--- config.mk ---
export PLATFORM = sky130hd
export DESIGN_NAME = instr_loader
export DESIGN_NICKNAME = d
export VERILOG_FILES = /design/src/rtl/instr_loader_pkg.sv /design/src/rtl/instr_loader_fifo.sv /design/src/rtl/instr_loader.sv
export SDC_FILE = /design/constraint.sdc
export NUM_CORES = 1
export LEC_CHECK = 0
export BUFFER_PORTS_ARGS = -buffer_cell sky130_fd_sc_hd__buf_2
export CORE_ASPECT_RATIO = 0.9
export CORE_MARGIN = 5
export CORE_UTILIZATION = 50
export DETAILED_ROUTE_END_ITERATION = 7
export GPL_TIMING_DRIVEN = 0
export PLACE_DENSITY = 0.72
export SYNTH_ARGS = -nofsm -noshare
export SYNTH_HDL_FRONTEND = slang
export SYNTH_SLANG_ARGS = --single-unit
--- constraint.sdc ---
create_clock -name clk -period 3.6 [get_ports clk]
set_clock_uncertainty 0.15 [all_clocks]
set_input_delay 0.18 -clock clk [delete_from_list [all_inputs] [get_ports clk]]
set_output_delay 0.18 -clock clk [all_outputs]
set_load 0.01 [all_outputs]
--- src/rtl/instr_loader_pkg.sv ---
// Shared definitions for the instruction loader: instruction kinds, MIPS
// opcodes, loader FSM states and the field-to-word encoder.
package instr_loader_pkg;

  typedef enum logic [2:0] {
    KIND_R    = 3'd0,
    KIND_LW   = 3'd1,
    KIND_SW   = 3'd2,
    KIND_ADDI = 3'd3,
    KIND_BEQ  = 3'd4,
    KIND_J    = 3'd5
  } kind_e;

  localparam logic [5:0] OP_RTYPE = 6'b000000;
  localparam logic [5:0] OP_LW    = 6'b100011;
  localparam logic [5:0] OP_SW    = 6'b101011;
  localparam logic [5:0] OP_ADDI  = 6'b001000;
  localparam logic [5:0] OP_BEQ   = 6'b000100;
  localparam logic [5:0] OP_J     = 6'b000010;

  typedef enum logic [1:0] {
    ST_IDLE  = 2'd0,
    ST_LOAD  = 2'd1,
    ST_DRAIN = 2'd2,
    ST_DONE  = 2'd3
  } state_e;

  // Kinds 6 and 7 have no encoding and become a NOP word.
  function automatic logic kind_illegal(input logic [2:0] kind);
    return (kind > 3'd5);
  endfunction

  // Packs decoded fields into a MIPS word; shamt is always zero.
  function automatic logic [31:0] encode_instr(
    input logic [2:0]  kind,
    input logic [4:0]  rs,
    input logic [4:0]  rt,
    input logic [4:0]  rd,
    input logic [5:0]  funct,
    input logic [15:0] imm,
    input logic [25:0] target
  );
    logic [31:0] w;
    case (kind_e'(kind))
      KIND_R:    w = {OP_RTYPE, rs, rt, rd, 5'd0, funct};
      KIND_LW:   w = {OP_LW, rs, rt, imm};
      KIND_SW:   w = {OP_SW, rs, rt, imm};
      KIND_ADDI: w = {OP_ADDI, rs, rt, imm};
      KIND_BEQ:  w = {OP_BEQ, rs, rt, imm};
      KIND_J:    w = {OP_J, target};
      default:   w = 32'h0000_0000;
    endcase
    return w;
  endfunction

endpackage

--- src/rtl/instr_loader_fifo.sv ---
// Synchronous word FIFO between the encoder and the memory write port.
// Push is ignored when full and pop is ignored when empty.
module instr_fifo #(
  parameter int DEPTH = 4,
  parameter int WIDTH = 32
) (
  input  logic             clk,
  input  logic             rst,
  input  logic             push,
  input  logic [WIDTH-1:0] wdata,
  input  logic             pop,
  output logic [WIDTH-1:0] rdata,
  output logic             full,
  output logic             empty
);
  localparam int PW = $clog2(DEPTH);

  logic [WIDTH-1:0] mem_q [DEPTH];
  logic [PW-1:0]    wr_ptr_q, wr_ptr_d;
  logic [PW-1:0]    rd_ptr_q, rd_ptr_d;
  logic [PW:0]      count_q, count_d;
  logic             do_push, do_pop;

  assign full    = (count_q == (PW+1)'(DEPTH));
  assign empty   = (count_q == '0);
  assign do_push = push && !full;
  assign do_pop  = pop && !empty;
  assign rdata   = mem_q[rd_ptr_q];

  // Pointer and occupancy update; simultaneous push/pop keeps the count.
  always_comb begin
    wr_ptr_d = wr_ptr_q;
    rd_ptr_d = rd_ptr_q;
    count_d  = count_q;
    if (do_push) wr_ptr_d = wr_ptr_q + PW'(1);
    if (do_pop)  rd_ptr_d = rd_ptr_q + PW'(1);
    case ({do_push, do_pop})
      2'b10:   count_d = count_q + (PW+1)'(1);
      2'b01:   count_d = count_q - (PW+1)'(1);
      default: count_d = count_q;
    endcase
  end

  // Control state registers.
  always_ff @(posedge clk) begin
    if (rst) begin
      wr_ptr_q <= '0;
      rd_ptr_q <= '0;
      count_q  <= '0;
    end else begin
      wr_ptr_q <= wr_ptr_d;
      rd_ptr_q <= rd_ptr_d;
      count_q  <= count_d;
    end
  end

  // Storage array; contents are only meaningful between the pointers.
  always_ff @(posedge clk) begin
    if (do_push) mem_q[wr_ptr_q] <= wdata;
  end

endmodule

--- src/rtl/instr_loader.sv ---
// Instruction loader: encodes field bundles into MIPS words, buffers them and
// writes them to consecutive instruction-memory addresses while holding the
// CPU in reset. Optional illegal-kind reporting is enabled by defining
// INSTR_LOADER_CHECK_EN; otherwise err is tied low.
module instr_loader
  import instr_loader_pkg::*;
#(
  parameter int DEPTH     = 4,
  parameter int AW        = 10,
  parameter int BASE_ADDR = 0
) (
  input  logic          clk,
  input  logic          rst,
  input  logic          start,
  input  logic          in_valid,
  output logic          in_ready,
  input  logic          in_last,
  input  logic [2:0]    in_kind,
  input  logic [4:0]    in_rs,
  input  logic [4:0]    in_rt,
  input  logic [4:0]    in_rd,
  input  logic [5:0]    in_funct,
  input  logic [15:0]   in_imm,
  input  logic [25:0]   in_target,
  output logic          im_we,
  output logic [AW-1:0] im_addr,
  output logic [31:0]   im_wdata,
  input  logic          im_ready,
  output logic          cpu_hold,
  output logic          done,
  output logic          ovf,
  output logic          err
);
  localparam logic [AW-1:0] BASE      = AW'(BASE_ADDR);
  localparam logic [AW:0]   ADDR_STEP = (AW+1)'(4);

  state_e        state_q, state_d;
  logic          im_we_q, im_we_d;
  logic [AW-1:0] im_addr_q, im_addr_d;
  logic [31:0]   im_wdata_q, im_wdata_d;
  logic          cpu_hold_q, cpu_hold_d;
  logic          done_q, done_d;
  logic          ovf_q, ovf_d;

  logic [31:0]   enc_word, fifo_rdata;
  logic [AW:0]   addr_sum;
  logic          hs, wr_done, out_free, active;
  logic          fifo_push, fifo_pop, fifo_full, fifo_empty, bypass;

  assign enc_word = encode_instr(in_kind, in_rs, in_rt, in_rd, in_funct, in_imm, in_target);
  assign in_ready = (state_q == ST_LOAD) && !fifo_full;
  assign hs       = in_valid && in_ready;
  assign wr_done  = im_we_q && im_ready;
  // Output register can take a new word if idle or its word leaves this cycle.
  assign out_free = !im_we_q || im_ready;
  assign active   = (state_q == ST_LOAD) || (state_q == ST_DRAIN);
  assign fifo_pop = active && !fifo_empty && out_free;
  // An empty FIFO is skipped so a bundle reaches memory the next cycle.
  assign bypass    = hs && fifo_empty && out_free;
  assign fifo_push = hs && !bypass;
  assign addr_sum  = {1'b0, im_addr_q} + ADDR_STEP;

  instr_fifo #(.DEPTH(DEPTH), .WIDTH(32)) u_fifo (
    .clk   (clk),
    .rst   (rst),
    .push  (fifo_push),
    .wdata (enc_word),
    .pop   (fifo_pop),
    .rdata (fifo_rdata),
    .full  (fifo_full),
    .empty (fifo_empty)
  );

  // Next-state for the FSM, write port and status flags.
  always_comb begin
    state_d    = state_q;
    im_we_d    = im_we_q;
    im_addr_d  = im_addr_q;
    im_wdata_d = im_wdata_q;
    ovf_d      = ovf_q;
    done_d     = 1'b0;

    if (wr_done) begin
      im_addr_d = addr_sum[AW-1:0];
      if (addr_sum[AW]) ovf_d = 1'b1;
    end

    if (fifo_pop) begin
      im_we_d    = 1'b1;
      im_wdata_d = fifo_rdata;
    end else if (bypass) begin
      im_we_d    = 1'b1;
      im_wdata_d = enc_word;
    end else if (wr_done) begin
      im_we_d = 1'b0;
    end

    case (state_q)
      ST_IDLE: begin
        if (start) begin
          state_d   = ST_LOAD;
          im_addr_d = BASE;
          ovf_d     = 1'b0;
        end
      end
      ST_LOAD: begin
        if (hs && in_last) state_d = ST_DRAIN;
      end
      ST_DRAIN: begin
        // Last word is leaving now (or already gone) and nothing is queued.
        if (fifo_empty && out_free) begin
          state_d = ST_DONE;
          done_d  = 1'b1;
        end
      end
      ST_DONE: state_d = ST_IDLE;
      default: state_d = ST_IDLE;
    endcase

    cpu_hold_d = (state_d != ST_IDLE);
  end

  // Registered state and outputs.
  always_ff @(posedge clk) begin
    if (rst) begin
      state_q    <= ST_IDLE;
      im_we_q    <= 1'b0;
      im_addr_q  <= BASE;
      im_wdata_q <= '0;
      cpu_hold_q <= 1'b0;
      done_q     <= 1'b0;
      ovf_q      <= 1'b0;
    end else begin
      state_q    <= state_d;
      im_we_q    <= im_we_d;
      im_addr_q  <= im_addr_d;
      im_wdata_q <= im_wdata_d;
      cpu_hold_q <= cpu_hold_d;
      done_q     <= done_d;
      ovf_q      <= ovf_d;
    end
  end

  assign im_we    = im_we_q;
  assign im_addr  = im_addr_q;
  assign im_wdata = im_wdata_q;
  assign cpu_hold = cpu_hold_q;
  assign done     = done_q;
  assign ovf      = ovf_q;

`ifdef INSTR_LOADER_CHECK_EN
  logic err_q, err_d;

  // Sticky illegal-kind flag, cleared when a new load starts.
  always_comb begin
    err_d = err_q;
    if (state_q == ST_IDLE && start) err_d = 1'b0;
    else if (hs && kind_illegal(in_kind)) err_d = 1'b1;
  end

  // Illegal-kind flag register.
  always_ff @(posedge clk) begin
    if (rst) err_q <= 1'b0;
    else     err_q <= err_d;
  end

  assign err = err_q;
`else
  assign err = 1'b0;
`endif

endmodule

; ---- Word-level counts from Yosys, hierarchy flattened
; Memory sizes are Yosys's and may differ from the RTL's. A register that Yosys moved wholly into a read port is not among the register bits.
; Cells that the tools add are included.
[word_totals]
regBits = 55
latch_bits = 0
ramBits = 128
mem_bits_ro = 0
input_bits = 72
out_inout_bits = 48
word_cells = 77
memories = 1
[op_classes]
n_addsub = 5
n_mul = 0
div = 0
order_cmp = 0
eq_ne = 11
n_shift = 0
muxes = 23
bitwise = 1
reduce_logical = 26
[memory_table]
columns = name, depth, width, rd, rd_clocked_by_memory_dff, wr, line
row1 = u_fifo.mem_q, 4, 32, 1, 1, 1, instr_loader_fifo.sv:18  ; logic [WIDTH-1:0] mem_q [DEPTH];
[ops]
columns = cell, n
row1 = 32-bit one-hot mux with 6 select lines, 1
row2 = 32-bit 2-to-1 mux, 2
row3 = 10-bit 2-to-1 mux, 3
row4 = 1-bit logical AND, 12
row5 = 10-bit by 3-bit adder with 11-bit output (second input constant), 1
row6 = 1-bit 2-to-1 mux, 10
row7 = 2-bit 2-to-1 mux, 5
row8 = 3-bit equality test (second input constant), 3
row9 = 2-bit one-hot mux with 4 select lines, 1
row10 = 2-bit equality test (second input constant), 3
row11 = 3-bit by 2-bit equality test with 1-bit output (second input constant), 2
row12 = 3-bit logical NOT, 2
row13 = 3-bit one-hot mux with 2 select lines, 1
row14 = 2-bit nonzero test, 3
row15 = 2-bit by 1-bit adder with 2-bit output (second input constant), 2
row16 = 2-bit by 1-bit equality test with 1-bit output (second input constant), 2
row17 = 1-bit logical NOT, 4
row18 = 3-bit by 1-bit adder with 3-bit output (second input constant), 1
row19 = 3-bit by 1-bit equality test with 1-bit output (second input constant), 1
row20 = 3-bit nonzero test, 1
row21 = 3-bit by 1-bit subtractor with 3-bit output (second input constant), 1
row22 = 2-bit logical NOT, 1
row23 = 1-bit logical OR, 2
row24 = 2-bit OR reduction, 1
row25 = 1-bit inverter, 1

; ---- Logic depth before layout (Yosys ltp)
; Gate-level depths: netlist of run 1.
[depth]
ltp_word = 11
depth_mapped = 11

; ---- Modules after synthesis
; A second synthesis of run 1 with hierarchy kept.
[hier_totals]
hier_cells = 597
area_unflattened_um2 = 8085.3
[by_module_without_submodules]
columns = mod, instances, cells_each, area_each_um2, seq_area_each_um2
row1 = instr_fifo, 1, 221, 5143.7, 4023.9
row2 = instr_loader, 1, 376, 2941.6, 920.9

; ---- Worst setup path before layout of run 1
; Ideal clock, no wire load.
[synth_timing]
path_kind = reg-to-reg
start = register state_q[0]
end = register u_fifo.count_q[2]
arrival_ns = 2.345
required_ns = 3.380
setup_slack_ns = 1.034
path_stages_with_launch = 12
path_buffers = 1
synth_period_minus_slack_ns = 2.566
cell_sequence = dfxtp_1 -> inv_1 -> ha_1 -> nand3_1 -> inv_2 -> buf_2 -> ha_1 -> inv_1 -> fa_1 -> xor2_1 -> or3_1 -> a21oi_1
[synth_via]
word_cells_on_any_way = 17
[synth_rtl]
columns = item, line
row1 = "start, declared", instr_loader.sv:37  ; state_e state_q, state_d;
row2 = "start signal, assigned", instr_loader.sv:134  ; state_q <= state_d;
row3 = 2-bit by 1-bit equality test with 1-bit output or 2-bit equality test (tied branches), instr_loader.sv:56  ; assign active = (state_q == ST_LOAD) || (state_q == ST_DRAIN);
row4 = 1-bit logical OR (*), instr_loader.sv:56
row5 = 1-bit logical AND (*) (2 in a row), instr_loader.sv:57  ; assign fifo_pop = active && !fifo_empty && out_free;
row6 = 1-bit logical AND (*), instr_loader_fifo.sv:27  ; assign do_pop = pop && !empty;
row7 = named net u_fifo.do_pop, instr_loader_fifo.sv:22  ; logic do_push, do_pop;
row8 = 2-bit by 1-bit equality test with 1-bit output or 2-bit equality test (tied branches), instr_loader_fifo.sv:37  ; case ({do_push, do_pop})
row9 = 3-bit one-hot mux with 2 select lines or 2-bit nonzero test (tied branches), -
row10 = "end signal, assigned", instr_loader_fifo.sv:53  ; count_q <= count_d;
row11 = "end, declared", instr_loader_fifo.sv:21  ; logic [PW:0] count_q, count_d;
; The timed path passes the listed nets; every way through them passes the cells marked *.
; A chain may end at the register's enable or synchronous reset.

; ---- Worst setup path after layout of run 1
; Ends and elaborated chain as after synthesis.

==> results of run 1 <==
## per-stage QoR
stage          cells  hold slack [ns]  setup slack, ns  utilization  area (sq um)
6_report         919           0.0331            0.591        0.608          9000
5_1_grt          918           0.0228            0.397        0.607          9000
4_1_cts          918          0.00960            0.614        0.607          9000
3_5_place_dp     884            0.237            0.623        0.569          8440
3_3_place_gp     884            0.234            0.485        0.569          8430
2_1_floorplan    572           0.0992             1.03            -          7610
## area by class of cell
cell class | count | share of cell area
Antenna cell | 1 | 0.000278
Buffer | 42 | 0.0228
Clock buffer | 21 | 0.0500
Clock inverter | 9 | 0.00820
Inverter | 24 | 0.0100
Multi-Input combinational cell | 333 | 0.295
Sequential cell | 173 | 0.518
Tap cell | 198 | 0.0275
Timing Repair Buffer | 118 | 0.0678
## flip-flops by register name, summed over array words and instances (netlist names), named ones only
name             count
state_q              2
u_fifo.wr_ptr_q      2
im_we                1
im_wdata            30
u_fifo.mem_q       120
done                 1
im_addr              8
u_fifo.rd_ptr_q      2
u_fifo.count_q       3
ovf                  1
cpu_hold             1
## routing by layer
layer  vias up  share of wire  wire length [um]
li1       2441              -                 -
met1      2690           0.41              7790
met2       239           0.50              9510
met3        37          0.079              1520
met4         0          0.020               384
met5         -              0                 0
## power groups by stage
stage          sequential, mW  combinational [mW]  clock (mW)
3_5_place_dp             2.25               0.431           0
5_1_grt                  2.21               0.480        1.79
2_1_floorplan            2.26               0.244           0
6_report                 2.21               0.440        1.66
4_1_cts                  2.21               0.437        1.68
3_3_place_gp             2.25               0.415           0
## layout by cell type, fill, tap and decap left out, types with 5 or more instances in the layout
master,synthesis,routed
buf_2,20,134
edfxtp_1,120,120
dfxtp_1,53,53
nor2_1,41,41
nand3_1,32,32
mux4_2,30,30
inv_1,23,23
nand2b_1,21,21
o221ai_1,20,20
nand2_1,18,18
clkbuf_1,14,17
mux2i_1,17,17
clkbuf_16,0,17
nor3_1,16,16
o21ai_0,13,13
or2_2,12,12
a21oi_1,12,12
a31oi_1,12,12
o2bb2ai_1,10,10
ha_1,10,10
o22ai_1,7,7
a22oi_1,7,7
xor2_1,7,7
buf_4,6,6
o21ai_1,6,6
xnor2_1,5,5
## critical path, cell delays in order (launching register included)
cell     delay, ns
dfxtp_1       0.38
inv_1         0.11
ha_1          0.31
nand3_1       0.21
inv_2         0.16
buf_2         0.28
ha_1          0.23
inv_1         0.07
fa_1          0.43
xor2_1        0.16
or3_1         0.31
a21oi_1       0.15
## kinds of logic (layout without fill, tap and decap cells)
logic type | after synthesis | count (layout) | synth area share
buffers and inverters | 66 | 214 | 0.0388
multiplexers | 48 | 48 | 0.113
AO/OA/AOI/OAI | 98 | 98 | 0.0928
AND/OR/NAND/NOR | 160 | 160 | 0.109
XOR/XNOR | 12 | 12 | 0.0138
adder cells (fa/ha/maj) | 11 | 11 | 0.0191
flip-flops | 173 | 173 | 0.613
other | 1 | 5 | 0.000493
## how the worst max path moves through the flow
stage / from / endpoint / slack, ns / cells after the start
after CTS: state_q[0] / u_fifo.count_q[2] / 0.61 / 11
after global routing: state_q[0] / u_fifo.count_q[2] / 0.40 / 11
after global placement: im_we / u_fifo.mem_q[0][3] / 0.49 / 3
after detailed placement: state_q[0] / u_fifo.count_q[2] / 0.62 / 11
after floorplan: state_q[0] / u_fifo.count_q[2] / 1.03 / 11
final: state_q[0] / u_fifo.count_q[2] / 0.59 / 11
==> summary.txt, run 1 <==
CTS
  • TritonCTS Buffers: 17
  • Clk root buf: clkbuf_16
  • # hold bufs at CTS: 4
  • H-tree Lvls: 4
  • Setup bufs post-CTS: 0
  • Clk Latency, worst-skew pair: 0.42 ns
  • CTS tree: built
  • PostCTS Resize Cnt: 0
  • CTS sink cnt: 173
  • Clock slew at reported path FFs: 0.06 ns
  • Max Root-Sink Buffers: 2

Timing
  • Setup_tns: 0 ns
  • Slew margin rel.: 0.389
  • Fmax: 332 MHz
  • Setup-failing EPs final: 0
  • RSZ-0062 raised after global routing: no
  • Slew @ Worst Pin: 0.916 ns
  • Final Hold Viols: 0
  • Fin crit period: 3.01 ns
  • Crit share post-route: 0.836
  • Slew Limit Fails: 0

Synth
  • Syn Inst Count: 569
  • Most common cell in the netlist: edfxtp_1
  • Synth warn: 0
  • Commonest cells post-synth: 120 x edfxtp_1, 53 x dfxtp_1, 41 x nor2_1
  • Synth top area cells: edfxtp_1 47%, dfxtp_1 14%, mux4_2 8.9%
  • Register area share after synthesis: 0.613
  • Area of the mapped netlist: 7600 sq um
  • Post-synth EDFFs: 120
  • FFs w/ async S/R, synth: 0
  • Netlist cell types: 49
  • Synth top area share: 0.474
  • Average cell area after synthesis: 13.4 sq um
  • Synth Flop Type: edfxtp_1
  • Leading area contributor after synthesis: edfxtp_1
  • Post-synthesis sequential element count: 173

Power
  • Power per cell area: 479 nW/um^2
  • Switching Share: 0.233
  • Combinational share of power: 0.102
  • Net Switching: 1.00 mW
  • Clk pwr share: 0.385
  • Leakage: 3.29 nW
  • Final Power: 4.31 mW
  • Internal: 3.31 mW
  • Reg power frac: 0.513
  • Max VDD drop: 0.316 mV

Floorplan
  • I/O pins: 120
  • Core box area: 14800 sq um
  • DIE HEIGHT: 127 um
  • Num rows: 42
  • Die Wd: 140 um
  • Die area: 17800 sq um
  • Starting Density: 0.513

Detailed routing
  • Initial drt markers: 532
  • Drt first pass iters: 5
  • Wire per inst: 20.9 um
  • Routed Antenna Nets: 0
  • DRC: 0
  • Vias per cell: 5.88
  • Via count: 5407
  • Final WL: 19200 um

Global route
  • Met3 Usage GRT: 0.0706
  • Global route total overflow: 0
  • Total GRT Usage: 0.218
  • Largest net degree at the start of global routing: 31
  • First-pass GRT wire length: 29700 um
  • Global routing usage on met2: 0.366
  • Initial antenna violation count: 0
  • Vias in the first global route: 5559
  • GR Util met1: 0.272
  • Busiest grt layer: met2

Hold path
  • WHS Path Cells: 4
  • Worst hold path class: in2reg
  • Worst Hold End: im_wdata[1]
  • Hold Crit Start: in_imm[1]

Run
  • MaxCap Viol Count: 0

Layout
  • Filler cells: 1162
  • Area taken by multi-input logic gates: 2660 sq um
  • Register area: 4660 sq um
  • Share of layout cells above drive strength 1: 0.304
  • Nets: 792
  • Area Growth Syn to Fin: 18.4%

Critical path
  • Worst reg2reg startpoint: state_q[0]
  • CP arrival: 3.21 ns
  • Element type at the critical path end: flop
  • FF-to-FF setup slack: 0.59 ns
  • R2R Path End: u_fifo.count_q[2]
  • CP max FO: 10
  • Worst Reg-to-Reg Cells: 11
  • WS Path Type: reg2reg
  • Worst EP required: 3.80 ns
  • Startpoint Class: flop

Placed design
  • PortBufs: 114
  • Gpl congestion: 0.795
  • Post-DP HPWL: 13000 um

Outcome
  • Status: complete, no violations
(Power assumes the default switching activity.)
==> run 2: changes to the inputs <==
PLACE_DENSITY = 0.75   (was 0.72)
clock period = 2.6 ns   (was 3.6 ns; I/O delays follow)
==> run 2 against run 1 <==
Compared with the run above: non-clock buffer count rose by 14; sequential cell count stayed put; worst setup slack lost 0.51 ns; sequential power increased by 39%; register-to-register slack worse by 0.51 ns; die area is the same; first-iteration DRC count is 11% lower.
==> summary.txt, run 2 (synthesized netlist as in run 1, its figures left out) <==
CTS
  • Clk Latency, worst-skew pair: 0.43 ns (was 0.42 ns)
  • H-tree Lvls: 4 (unchanged)
  • Clk root buf: clkbuf_16 (unchanged)
  • CTS sink cnt: 173 (unchanged)
  • Max Root-Sink Buffers: 2 (unchanged)
  • TritonCTS Buffers: 17 (unchanged)
  • CTS tree: built (unchanged)
  • Clock slew at reported path FFs: 0.06 ns (about the same)

Floorplan
  • I/O pins: 120 (unchanged)
  • Num rows: 42 (unchanged)
  • Die Wd: 140 um (unchanged)
  • DIE HEIGHT: 127 um (unchanged)
  • Starting Density: 0.513 (unchanged)
  • Die area: 17800 sq um (unchanged)
  • Core box area: 14800 sq um (unchanged)

Critical path
  • CP arrival: 2.72 ns (was 3.21 ns)
  • Most used cell, CP: inv_1
  • Element type at the critical path end: flop (unchanged)
  • Slowest CP cell: fa_1 (unchanged)
  • Worst path max stage delay: 0.43 ns (about the same)
  • Startpoint Class: flop (unchanged)
  • Cell breakdown of the critical path: nor3_2 -> a2111oi_4 -> inv_1 -> ha_2 -> inv_1 -> fa_1 -> xor2_1 -> or3_1 -> a21oi_1 (was inv_1 -> ha_1 -> nand3_1 -> inv_2 -> buf_2 -> ha_1 -> inv_1 -> fa_1 -> xor2_1 -> or3_1 -> a21oi_1)
  • CP max FO: 7 (was 10)
  • Worst EP required: 2.80 ns (was 3.80 ns)
  • WS Path Type: reg2reg (unchanged)

Layout
  • Filler cells: 1113 (was 1162)
  • Number of antenna diodes: 0 (was 1)
  • Share of layout cells above drive strength 1: 0.325 (was 0.304)
  • Area Growth Syn to Fin: 22.8% (was 18.4%)
  • Commonest non-fill, non-tap cell in the layout: buf_2 (unchanged)
  • Most frequent cells in the layout: 133 x buf_2, 120 x edfxtp_1, 51 x dfxtp_1, 41 x nor2_1, 31 x nand3_1 (was 134 x buf_2, 120 x edfxtp_1, 53 x dfxtp_1, 41 x nor2_1, 32 x nand3_1)
  • Nets: 806 (was 792)
  • Largest register FFs: 120 (unchanged)
  • Most flops, register: u_fifo.mem_q (unchanged)

Global route
  • Total GRT Usage: 0.221 (was 0.218)
  • GR Util met1: 0.271 (was 0.272)
  • Global routing usage on met2: 0.371 (was 0.366)
  • Initial antenna violation count: 0 (unchanged)
  • First-pass GRT wire length: 30300 um (was 29700 um)
  • Vias in the first global route: 5793 (was 5559)
  • Met3 Usage GRT: 0.0557 (was 0.0706)
  • Largest net degree at the start of global routing: 31 (unchanged)
  • Global route total overflow: 0 (unchanged)
  • Busiest grt layer: met2 (unchanged)

Timing
  • Slew Limit Fails: 0 (unchanged)
  • RSZ-0062 raised after global routing: yes (was no)
  • Final Hold Viols: 0 (unchanged)
  • Slew margin rel.: 0.387 (was 0.389)
  • Slew @ Worst Pin: 0.920 ns (was 0.916 ns)
  • Fin crit period: 2.52 ns (was 3.01 ns)
  • Crit share post-route: 0.969 (was 0.836)
  • Final worst setup slack: 0.0812 ns (was 0.591 ns)
  • Setup-failing EPs final: 0 (unchanged)
  • Fmax: 397 MHz (was 332 MHz)

Power
  • Max VDD drop: 0.519 mV (was 0.316 mV)
  • Final Power: 6.48 mW (was 4.31 mW)
  • Leakage: 3.43 nW (was 3.29 nW)
  • Power per cell area: 694 nW/um^2 (was 479 nW/um^2)

Detailed routing
  • DRC: 0 (unchanged)
  • Vias per cell: 5.88 (about the same)
  • Routed Antenna Nets: 0 (unchanged)
  • Via count: 5496 (was 5407)
  • Drt first pass iters: 5 (unchanged)
  • Initial drt markers: 474 (was 532)
  • Wire per inst: 20.6 um (was 20.9 um)
  • Final WL: 19200 um (about the same)

Run
  • MaxCap Viol Count: 0 (unchanged)

Outcome
  • Status: complete, no violations (unchanged)

Placed design
  • PortBufs: 114 (unchanged)
  • Pre-CTS setup slack: -0.396 ns (was 0.623 ns)
  • Post-DP HPWL: 12700 um (was 13000 um)
  • Gpl congestion: 0.891 (was 0.795)

Hold path
  • Worst hold path class: in2reg (unchanged)
[run 2: changes by cell type in the layout (fill, tap and decap cells not counted), sizes merged]
cell | before | now
bufinv | 1 | 5
buf | 142 | 145
inv | 24 | 25
clkbuf | 35 | 32
dlygate4sd3 | 4 | 15
diode | 1 | 0
[run 2: path summary, 6_finish.rpt]
check                     from                   to  slack, ns  depth (start not counted)
max          u_fifo.count_q[1]    u_fifo.count_q[2]       0.08                          9
min                   in_rt[3]  u_fifo.mem_q[1][19]       0.01                          3
max reg2reg  u_fifo.count_q[1]    u_fifo.count_q[2]       0.08                          9
min reg2reg        im_wdata[8]          im_wdata[8]       0.31                          2
[run 2: metal layers]
layer / vias up / share of wire
met5: - / 0
met4: 0 / 0.034
met3: 50 / 0.073
met2: 264 / 0.50
met1: 2714 / 0.39
li1: 2468 / -
[run 2: area by class of cell]
class,instances,area [sq um],share of cell area
sequential,173,4670,0.500
multi-input combinational,333,2720,0.292
timing repair buffer,133,751,0.0804
clock buffer,18,439,0.0470
tap,198,248,0.0265
clock inverter,14,216,0.0232
buffer,41,200,0.0214
inverter,24,92.6,0.00992
[run 2: worst max-delay path: cells and delay by family (launching register included)]
family,cells,cell delay [ns]
adder cells (fa/ha/maj),2,0.62
AND/OR/NAND/NOR,2,0.66
buffers and inverters,2,0.16
flip-flops,1,0.38
AO/OA/AOI/OAI,2,0.31
XOR/XNOR,1,0.17
[run 2: power breakdown]
group	total [mW]	leakage [nW]	internal (mW)	switching, mW
clock	2.76	0.320	1.73	1.03
combinational	0.646	1.59	0.266	0.380
sequential	3.07	1.52	3.02	0.0447
total	6.48	3.43	5.02	1.45
[run 2: per-stage QoR]
| stage | utilization | hold slack, ns | area, sq um | TNS (ns) | std cells |
|---|---|---|---|---|---|
| after floorplan | - | 0.0492 | 7610 | 0 | 572 |
| after global placement | 0.569 | 0.194 | 8430 | -58.73 | 884 |
| after detailed placement | 0.569 | 0.197 | 8440 | -1.94 | 884 |
| after CTS | 0.627 | 0.00246 | 9300 | 0 | 933 |
| after global routing | 0.630 | 0.0337 | 9340 | -3.07 | 934 |
| final | 0.630 | 0.0103 | 9340 | 0 | 934 |
[run 2: timing repair]
action                                  4_1_cts  5_1_grt
setup buffers                                 3        1
hold buffers                                 15        0
gates resized for setup                       7        8
endpoints found under the hold margin        42        0
endpoints found under the setup margin       92      122
pin swaps                                     1        1
==> run 3: changes to the inputs <==
clock period = 2.1 ns   (was 2.6 ns; I/O delays follow)
==> run 3 against run 2 <==
Compared with the run above: final cell count grew 2.8%; combinational power rose by 31%; clock power increased by 7.6%; highest routed layer is now met5; routed wire length increased by 4.7%; largest cell class unchanged; non-clock buffer count rose by 22; critical path depth grew 1; the flow now finishes with violations (setup timing); die area stayed put; first-iteration DRC count increased by 12%; sequential cell count stayed put; global-route usage rose by 0.59 points; hold slack improved by 0.00065 ns.
==> summary.txt, run 3 (synthesized netlist as in run 1, its figures left out) <==
Layout
  • Number of antenna diodes: 0 (unchanged)
  • Area of all placed cells without fillers: 9540 sq um (was 9340 sq um)
  • Area Growth Syn to Fin: 25.5% (was 22.8%)
  • Largest register FFs: 120 (unchanged)
  • Most flops, register: u_fifo.mem_q (unchanged)
  • Fin cells: 960 (was 934)
  • Commonest non-fill, non-tap cell in the layout: buf_2 (unchanged)
  • Area taken by multi-input logic gates: 2790 sq um (was 2720 sq um)
  • Util after Layout: 0.644 (was 0.630)
  • Register area: 4680 sq um (was 4670 sq um)
  • Nets: 832 (was 806)
  • Filler cells: 1103 (was 1113)
  • Most frequent cells in the layout: 133 x buf_2, 120 x edfxtp_1, 47 x dfxtp_1, 40 x nor2_1, 31 x nand3_1 (was 133 x buf_2, 120 x edfxtp_1, 51 x dfxtp_1, 41 x nor2_1, 31 x nand3_1)
  • Share of layout cells above drive strength 1: 0.339 (was 0.325)

Timing
  • Slew @ Worst Pin: 0.766 ns (was 0.920 ns)
  • Fin crit period: 2.28 ns (was 2.52 ns)
  • Fmax: 439 MHz (was 397 MHz)
  • Final Hold Viols: 0 (unchanged)
  • Hold Slack: 0.0110 ns (was 0.0103 ns)
  • Slew margin rel.: 0.489 (was 0.387)
  • Slew Limit Fails: 0 (unchanged)
  • Final worst setup slack: -0.175 ns (was 0.0812 ns)
  • Setup-failing EPs final: 2 (was 0)
  • Crit share post-route: 1.08 (was 0.969)
  • RSZ-0062 raised after global routing: yes (unchanged)

Critical path
  • Most used cell, CP: ha_4 (was inv_1)
  • WS Path Type: reg2reg (unchanged)
  • Slowest CP cell: dfxtp_4 (was fa_1)
  • Worst path max stage delay: 0.38 ns (was 0.43 ns)
  • CP max FO: 3 (was 7)
  • Cell breakdown of the critical path: inv_4 -> ha_4 -> nand3_4 -> inv_8 -> ha_4 -> inv_2 -> fa_2 -> xor2_1 -> or3_1 -> a21oi_2 (was nor3_2 -> a2111oi_4 -> inv_1 -> ha_2 -> inv_1 -> fa_1 -> xor2_1 -> or3_1 -> a21oi_1)
  • Element type at the critical path end: flop (unchanged)
  • Worst EP required: 2.30 ns (was 2.80 ns)
  • Startpoint Class: flop (unchanged)
  • Worst Reg-to-Reg Cells: 10 (was 9)
  • CP arrival: 2.48 ns (was 2.72 ns)

Global route
  • Global route total overflow: 0 (unchanged)
  • Total GRT Usage: 0.227 (was 0.221)
  • Vias in the first global route: 5782 (was 5793)
  • First-pass GRT wire length: 30700 um (was 30300 um)
  • Largest net degree at the start of global routing: 17 (was 31)
  • Initial antenna violation count: 1 (was 0)

Detailed routing
  • Via count: 5655 (was 5496)
  • Wire per inst: 21.0 um (was 20.6 um)
  • Initial drt markers: 530 (was 474)
  • DRC: 0 (unchanged)
  • Drt first pass iters: 5 (unchanged)
  • Routed Antenna Nets: 0 (unchanged)
  • Vias per cell: 5.89 (was 5.88)
  • Final WL: 20100 um (was 19200 um)

Placed design
  • # placed instances: 884 (unchanged)
  • Gpl congestion: 0.815 (was 0.891)
  • Post-DP HPWL: 13100 um (was 12700 um)
  • PortBufs: 114 (unchanged)
  • Post-Place Cell Area: 8540 sq um (was 8440 sq um)

Floorplan
  • Die Wd: 140 um (unchanged)
  • Core box area: 14800 sq um (unchanged)
  • I/O pins: 120 (unchanged)
  • DIE HEIGHT: 127 um (unchanged)
  • Die area: 17800 sq um (unchanged)
  • Starting Density: 0.513 (unchanged)
  • Num rows: 42 (unchanged)

CTS
  • Max Root-Sink Buffers: 2 (unchanged)
  • Clk root buf: clkbuf_16 (unchanged)
  • Clock slew at reported path FFs: 0.06 ns (about the same)
  • CTS sink cnt: 173 (unchanged)
  • TritonCTS Buffers: 17 (unchanged)
  • H-tree Lvls: 4 (unchanged)
  • Clk Latency, worst-skew pair: 0.43 ns (about the same)
  • CTS tree: built (unchanged)

Power
  • Leakage: 3.50 nW (was 3.43 nW)
  • Net Switching: 1.80 mW (was 1.45 mW)
  • Internal: 5.80 mW (was 5.02 mW)
  • Reg power frac: 0.499 (was 0.474)
  • Clk pwr share: 0.390 (was 0.427)
  • Max VDD drop: 0.642 mV (was 0.519 mV)
  • Switching Share: 0.237 (was 0.225)
  • Power per cell area: 797 nW/um^2 (was 694 nW/um^2)
  • Combinational share of power: 0.111 (was 0.100)

Run
  • MaxCap Viol Count: 0 (unchanged)

Outcome
  • Violated checks: setup timing
  • Status: complete, but fails checks (was complete, no violations)

Hold path
  • WHS Path Cells: 3 (unchanged)
  • Worst hold path class: in2reg (unchanged)
## run 3: cell count changes in the layout (fill, tap and decap cells not counted), sizes merged
cell / change
clkbuf: +4
clkinvlp: +2
inv: -1
bufinv: -4
buf: +8
dlygate4sd3: +15
clkinv: -2
and2: +4
## run 3: timing repair
item / CTS / global route
setup buffers: 10 / 1
resized for setup: 11 / 16
pin swaps: 6 / 3
hold buffers: 30 / 0
hold endpoints to repair: 93 / 0
cloned: 4 / 0
endpoints found under the setup margin: 122 / 20
## run 3: critical path, delay by kind of cell, from the launching register on
kind            cells  cell delay, ns
fa+ha+maj           3            0.73
simple gates        2            0.46
xor+xnor            1            0.16
compound gates      1            0.15
buf+inv             3            0.15
flops               1            0.38
## run 3: routing by layer
| metal | wire length (um) | vias to the layer above | GRT usage |
|---|---|---|---|
| met5 | 20 | - | 0 |
| met4 | 440 | 2 | 0.0889 |
| met3 | 1690 | 38 | 0.0531 |
| met2 | 10500 | 306 | 0.401 |
| met1 | 7500 | 2789 | 0.270 |
| li1 | - | 2520 | - |
## run 3: cell type report
cell class / count / area share
buffer: 41 / 0.0216
tap: 198 / 0.0260
multi-input combinational: 337 / 0.293
sequential: 173 / 0.491
inverter: 24 / 0.0108
timing repair buffer: 155 / 0.0999
clock inverter: 9 / 0.00957
clock buffer: 23 / 0.0490
## run 3: metrics by stage
| stage | setup WS (ns) | power [mW] | setup TNS (ns) |
|---|---|---|---|
| after global routing | -0.236 | 7.86 | -0.381 |
| after CTS | -0.0928 | 7.60 | -0.107 |
| final | -0.175 | 7.60 | -0.219 |
| after detailed placement | -0.322 | 4.63 | -35.98 |
| after global placement | -0.265 | 4.60 | -31.37 |
| after floorplan | -0.0966 | 4.33 | -0.114 |
## run 3: power by group through the flow
stage / clock network (mW) / registers [mW] / logic [mW]
2_1_floorplan: 0 / 3.89 / 0.438
5_1_grt: 3.14 / 3.80 / 0.917
3_5_place_dp: 0 / 3.87 / 0.762
4_1_cts: 2.98 / 3.79 / 0.828
3_3_place_gp: 0 / 3.87 / 0.729
6_report: 2.97 / 3.79 / 0.845
## run 3: worst paths after layout
path / start / end / slack, ns
setup / recovery: state_q[0] / u_fifo.count_q[2] / -0.18
hold / removal: in_rs[3] / u_fifo.mem_q[3][24] / 0.01
hold reg to reg: im_wdata[28] / im_wdata[28] / 0.33
setup reg to reg: state_q[0] / u_fifo.count_q[2] / -0.18
